[config.mk]
export PLATFORM = sky130hd
export DESIGN_NAME = fetch_stage
export DESIGN_NICKNAME = d
export VERILOG_FILES = /design/src/rtl/fetch_stage.sv
export SDC_FILE = /design/constraint.sdc
export NUM_CORES = 1
export LEC_CHECK = 0
export BUFFER_PORTS_ARGS = -buffer_cell sky130_fd_sc_hd__clkbuf_2
export CAP_MARGIN = 30
export CORE_MARGIN = 8
export CORE_UTILIZATION = 40
export CTS_CLUSTER_SIZE = 24
export DETAILED_ROUTE_END_ITERATION = 10
export GPL_TIMING_DRIVEN = 0
export HOLD_SLACK_MARGIN = 0.1
export MAX_ROUTING_LAYER = met4
export PLACE_DENSITY_LB_ADDON = 0.05
export SLEW_MARGIN = 20
export SYNTH_ARGS = -nofsm -noshare
export SYNTH_HDL_FRONTEND = slang
export SYNTH_SLANG_ARGS = --single-unit
[constraint.sdc]
create_clock -name clk_i -period 2.15 [get_ports clk_i]
set_input_delay 0 -clock clk_i [delete_from_list [all_inputs] [get_ports clk_i]]
set_output_delay 0 -clock clk_i [all_outputs]
set_load 0.01 [all_outputs]
[src/rtl/fetch_stage.sv]
// Instruction-fetch stage: owns the PC, fetches over imem req/ack and drives IF/ID.
// A one-entry skid buffer catches an instruction that returns while ID is stalled.
module fetch_stage #(
    parameter logic [31:0] RESET_PC  = 32'h0000_0000,
    parameter logic [31:0] NOP_INSTR = 32'h0000_0013
) (
    input  logic        clk_i,
    input  logic        rst_i,
    input  logic        stall_i,
    input  logic        flush_i,
    input  logic [31:0] branch_target_i,
    output logic        imem_req_o,
    output logic [31:0] imem_addr_o,
    input  logic        imem_ack_i,
    input  logic [31:0] imem_rdata_i,
    output logic        ifid_valid_o,
    output logic [31:0] ifid_pc_o,
    output logic [31:0] ifid_instr_o,
    output logic [1:0]  dbg_state
);

    // Handshake: a transfer completes at a rising edge where imem_req_o=1 and
    // imem_ack_i=1; imem_addr_o stays stable from request until that edge.
    typedef enum logic [1:0] {
        FETCH = 2'd0,
        HOLD  = 2'd1,
        DRAIN = 2'd2
    } state_t;

    state_t      state, state_n;
    logic [31:0] pc_q, pc_n;
    logic [31:0] redirect_q, redirect_n;
    logic [31:0] skid_pc, skid_pc_n;
    logic [31:0] skid_instr, skid_instr_n;
    logic        valid_q, valid_n;
    logic [31:0] ifid_pc_q, ifid_pc_n;
    logic [31:0] ifid_instr_q, ifid_instr_n;
    logic        fl;
    logic [31:0] target;

    assign fl     = flush_i & ~stall_i;
    assign target = {branch_target_i[31:2], 2'b00};

    assign imem_req_o   = ((state == FETCH) || (state == DRAIN)) && !rst_i;
    assign imem_addr_o  = pc_q;
    assign ifid_valid_o = valid_q;
    assign ifid_pc_o    = ifid_pc_q;
    assign ifid_instr_o = ifid_instr_q;
    assign dbg_state    = state;

    always_comb begin
        state_n      = state;
        pc_n         = pc_q;
        redirect_n   = redirect_q;
        skid_pc_n    = skid_pc;
        skid_instr_n = skid_instr;
        valid_n      = valid_q;
        ifid_pc_n    = ifid_pc_q;
        ifid_instr_n = ifid_instr_q;
        case (state)
            FETCH: begin
                if (fl) begin
                    valid_n      = 1'b0;
                    ifid_pc_n    = 32'h0;
                    ifid_instr_n = NOP_INSTR;
                    if (imem_ack_i) begin
                        pc_n = target;
                    end else begin
                        redirect_n = target;
                        state_n    = DRAIN;
                    end
                end else if (imem_ack_i) begin
                    pc_n = pc_q + 32'd4;
                    if (stall_i) begin
                        skid_pc_n    = pc_q;
                        skid_instr_n = imem_rdata_i;
                        state_n      = HOLD;
                    end else begin
                        valid_n      = 1'b1;
                        ifid_pc_n    = pc_q;
                        ifid_instr_n = imem_rdata_i;
                    end
                end else if (!stall_i) begin
                    valid_n      = 1'b0;
                    ifid_pc_n    = 32'h0;
                    ifid_instr_n = NOP_INSTR;
                end
            end
            HOLD: begin
                if (fl) begin
                    // The skidded instruction is on the wrong path; drop it.
                    valid_n      = 1'b0;
                    ifid_pc_n    = 32'h0;
                    ifid_instr_n = NOP_INSTR;
                    pc_n         = target;
                    state_n      = FETCH;
                end else if (!stall_i) begin
                    valid_n      = 1'b1;
                    ifid_pc_n    = skid_pc;
                    ifid_instr_n = skid_instr;
                    state_n      = FETCH;
                end
            end
            DRAIN: begin
                if (!stall_i) begin
                    valid_n      = 1'b0;
                    ifid_pc_n    = 32'h0;
                    ifid_instr_n = NOP_INSTR;
                end
                if (fl) begin
                    redirect_n = target;
                end
                if (imem_ack_i) begin
                    pc_n    = fl ? target : redirect_q;
                    state_n = FETCH;
                end
            end
            default: begin
                state_n = FETCH;
            end
        endcase
    end

    always_ff @(posedge clk_i) begin
        if (rst_i) begin
            state        <= FETCH;
            pc_q         <= RESET_PC;
            redirect_q   <= RESET_PC;
            skid_pc      <= 32'h0;
            skid_instr   <= NOP_INSTR;
            valid_q      <= 1'b0;
            ifid_pc_q    <= 32'h0;
            ifid_instr_q <= NOP_INSTR;
        end else begin
            state        <= state_n;
            pc_q         <= pc_n;
            redirect_q   <= redirect_n;
            skid_pc      <= skid_pc_n;
            skid_instr   <= skid_instr_n;
            valid_q      <= valid_n;
            ifid_pc_q    <= ifid_pc_n;
            ifid_instr_q <= ifid_instr_n;
        end
    end

endmodule

==> flow_metrics.py <==
metrics = {
    "detailed_routing": {
        "drc_errors": 0,
        "drt-vias-per-instance": 5.511,
        "wire_per_inst_um": 19.00,
        "drtIter0Drc": 1147,
        "dr_total_vias": 10593,
        "drt.antenna.violating_nets": 0,
        "drt_wl_total_um": 36520,
        "firstDrtPassIters": 6,
    },
    "synthesis": {
        "synth_top_area_share_pct": 40.63,
        "synthesis.nets": 1408,
        "synthArstFlopShare_pct": 0,
        "synth_largest_area_cell": "dfxtp_1",
        "ys_ff_latch": 195,
        "ys_types": 60,
        "synth_ff_type": "dfxtp_1",
        "synth_common_cells": "nand2_1, dfxtp_1, a21oi_1",
        "synth.avg_cell_area_sq_um": 7.202,
        "synth_edf_count": 0,
        "ys_seq_area_share_pct": 40.63,
        "ys_top_cells_by_area": "dfxtp_1, nand2_1, a21oi_1",
        "synth_most_common_cell": "nand2_1",
        "syn_inst": 1334,
        "yosys_warnings": 0,
        "synth_area_sq_um": 9608,
    },
    "timing": {
        "setup_tns_ns": 0,
        "tightest_slew_ns": 0.8969,
        "holdWs_ns": 0.1536,
        "layout_min_cycle_time_ns": 2.128,
        "finClkSkew_ns": 0.009280,
        "slew_viol_final": 0,
        "slew_headroom_pct": 40.21,
        "rsz0062_at_grt": "yes",
        "period_share_pct": 98.99,
        "fmax_mhz": 469.8,
        "finalHoldViolCount": 0,
        "setup_violations": 0,
    },
    "grt": {
        "grt_pass1_vias": 10079,
        "grtUsageTotal_pct": 25.21,
        "grt_start_max_net_pins": 19,
        "antenna_found_initial": 0,
        "globalRouteOverflowTotal": 0,
        "grt_pass1_wl_um": 56700,
    },
    "hold_path": {
        "hold_class": "in2reg",
    },
    "layout": {
        "layout-drive-gt1-share_pct": 20.59,
        "finalNetCount": 1664,
        "fin_util_pct": 53.26,
        "area_delta_synth_final_pct": 30.50,
        "antenna_cells": 0,
    },
    "floorplan": {
        "placementRows": 56,
        "core_area_sq_um": 23540,
        "start_util_pct": 40.81,
        "io_pins": 169,
        "fp.dieW_um": 171.0,
        "dieArea_sq_um": 29240,
        "die_h_um": 171.0,
    },
    "power_and_ir_drop": {
        "p_leak_uw": 0.004957,
        "ir_worst_vdd_uv": 527.7,
        "p_per_area_nw_per_um2": 772.6,
    },
    "setup_path": {
        "critPathKind": "reg2reg",
        "arrival_ns": 2.45,
        "critical_path.max_fanout": 7,
        "cpPeakStageDelay_ns": 0.39,
        "cp_data_required_time_ns": 2.47,
        "endpoint_kind": "flop",
        "crit_chain": "inv_1, ha_4, nor2b_2, nor2_2, clkbuf_8, a22oi_1, o31ai_1, a32o_1",
        "critPathLaunchType": "flop",
        "critPathBufInv": 2,
        "cp_top_family": "compound AO/OA/AOI/OAI gates",
        "critPathSlowestCell": "dfxtp_4",
    },
    "cts": {
        "clk_pin_slew_ns": 0.07,
        "cts_root_buf": "clkbuf_16",
        "clock-sinks": 195,
        "clock_path_buffers": 2,
        "clk_latency_ns": 0.44,
        "numCtsBuffers": 17,
        "htreeDepth": 4,
        "cts_tree": "done",
    },
    "placement": {
        "port_buffers": 165,
        "hpwl_um": 26750,
        "globalplace.congestion": 0.9240,
    },
    "run": {
        "cap_violations": 0,
    },
    "outcome": {
        "status": "completed",
    },
}
[report_power, final]
part / internal (uW) / switching [uW] / leakage [uW]
clock: 1710 / 1540 / 0.000292
combinational: 868 / 1510 / 0.00307
sequential: 3820 / 242 / 0.00159
[layout by cell type (no fill, tap or decap), types with 4 or more instances in the layout]
| cell type | n |
|---|---|
| buf_4 | 16 |
| dfxtp_1 | 181 |
| clkinv_4 | 4 |
| o21ai_0 | 103 |
| nor3_1 | 13 |
| clkbuf_2 | 193 |
| dlygate4sd3_1 | 63 |
| nand3_1 | 17 |
| nor2_1 | 85 |
| nand2_1 | 315 |
| buf_6 | 6 |
| and3_1 | 65 |
| a22o_1 | 10 |
| nand4_1 | 10 |
| o31ai_1 | 4 |
| a22oi_1 | 78 |
| inv_1 | 8 |
| buf_2 | 10 |
| clkbuf_1 | 50 |
| a31oi_1 | 6 |
| clkbuf_16 | 17 |
| a21oi_1 | 191 |
| dfxtp_4 | 4 |
| buf_1 | 6 |
| and2_1 | 4 |
| a32o_1 | 5 |
| o21ai_1 | 9 |
| inv_8 | 4 |
| clkbuf_4 | 12 |
| dfxtp_2 | 10 |
| o21a_1 | 4 |
| clkbuf_8 | 4 |
[sequential cells by signal, indices dropped and copies added, names as in the netlist]
register	count
dbg_state	2
ifid_instr_o	32
ifid_pc_o	32
ifid_valid_o	1
imem_addr_o	32
redirect_q	32
skid_instr	32
skid_pc	32
[through the flow]
stage          std cells  setup slack [ns]  cell area, sq um  total power [uW]
2_1_floorplan       1334           0.04061              9622              5266
3_3_place_gp        1818           -0.7644             10850              6098
3_5_place_dp        1818           -0.7857             10850              6113
4_1_cts             1916        0.00005373             12290              9572
5_1_grt             1922          -0.04475             12540             10130
6_report            1922           0.02165             12540              9687
[final timing paths]
path / from / endpoint / slack, ns / cells after the start
hold / removal: flush_i / dbg_state[0] / 0.15 / 4
setup / recovery: dbg_state[0] / imem_addr_o[20] / 0.02 / 8
setup reg to reg: dbg_state[0] / imem_addr_o[20] / 0.02 / 8
hold reg to reg: redirect_q[18] / redirect_q[18] / 0.46 / 2
[timing repair]
action                                  in CTS  in global routing
buffers inserted                             6                  5
endpoints found under the setup margin     186                145
hold buffers                                63                  0
gates resized for setup                     83                112
cloned                                       0                  1
pin swaps                                    4                  6
endpoints found under the hold margin      120                  0
[final cells by class]
class / instances / area, sq um
Inverter: 9 / 37.54
Tap cell: 319 / 399.1
Timing Repair Buffer: 240 / 1546
Clock inverter: 13 / 140.1
Clock buffer: 19 / 452.9
Fill cell: 2397 / 11000
Sequential cell: 195 / 3931
Buffer: 119 / 630.6
Multi-Input combinational cell: 1008 / 5400
[per-layer routing]
metal	up-vias	track usage [%]	share of wire (%)
li1	5214	-	-
met4	0	7.599	1.9
met1	4940	34.48	47
met2	390	37.92	45
met5	-	-	0
met3	49	3.734	6.0
[worst reg2reg max path, cell delays in order (launching register included)]
cell and delay [ns]:
dfxtp_4 0.39, inv_1 0.10, ha_4 0.32, nor2b_2 0.23, nor2_2 0.10, clkbuf_8 0.22, a22oi_1 0.31, o31ai_1 0.14
a32o_1 0.23
[cells by family (layout without fill, tap and decap cells)]
kind of cell	Yosys count	in the layout	synth area share, %
multiplexers	5	5	0.5469
flip-flops	195	195	40.63
AO/OA/AOI/OAI	447	447	27.63
buffers and inverters	131	400	5.248
adder cells (fa/ha/maj)	5	5	0.6511
AND/OR/NAND/NOR	547	547	24.93
XOR/XNOR	4	4	0.3647
(Power assumes the default switching activity.)
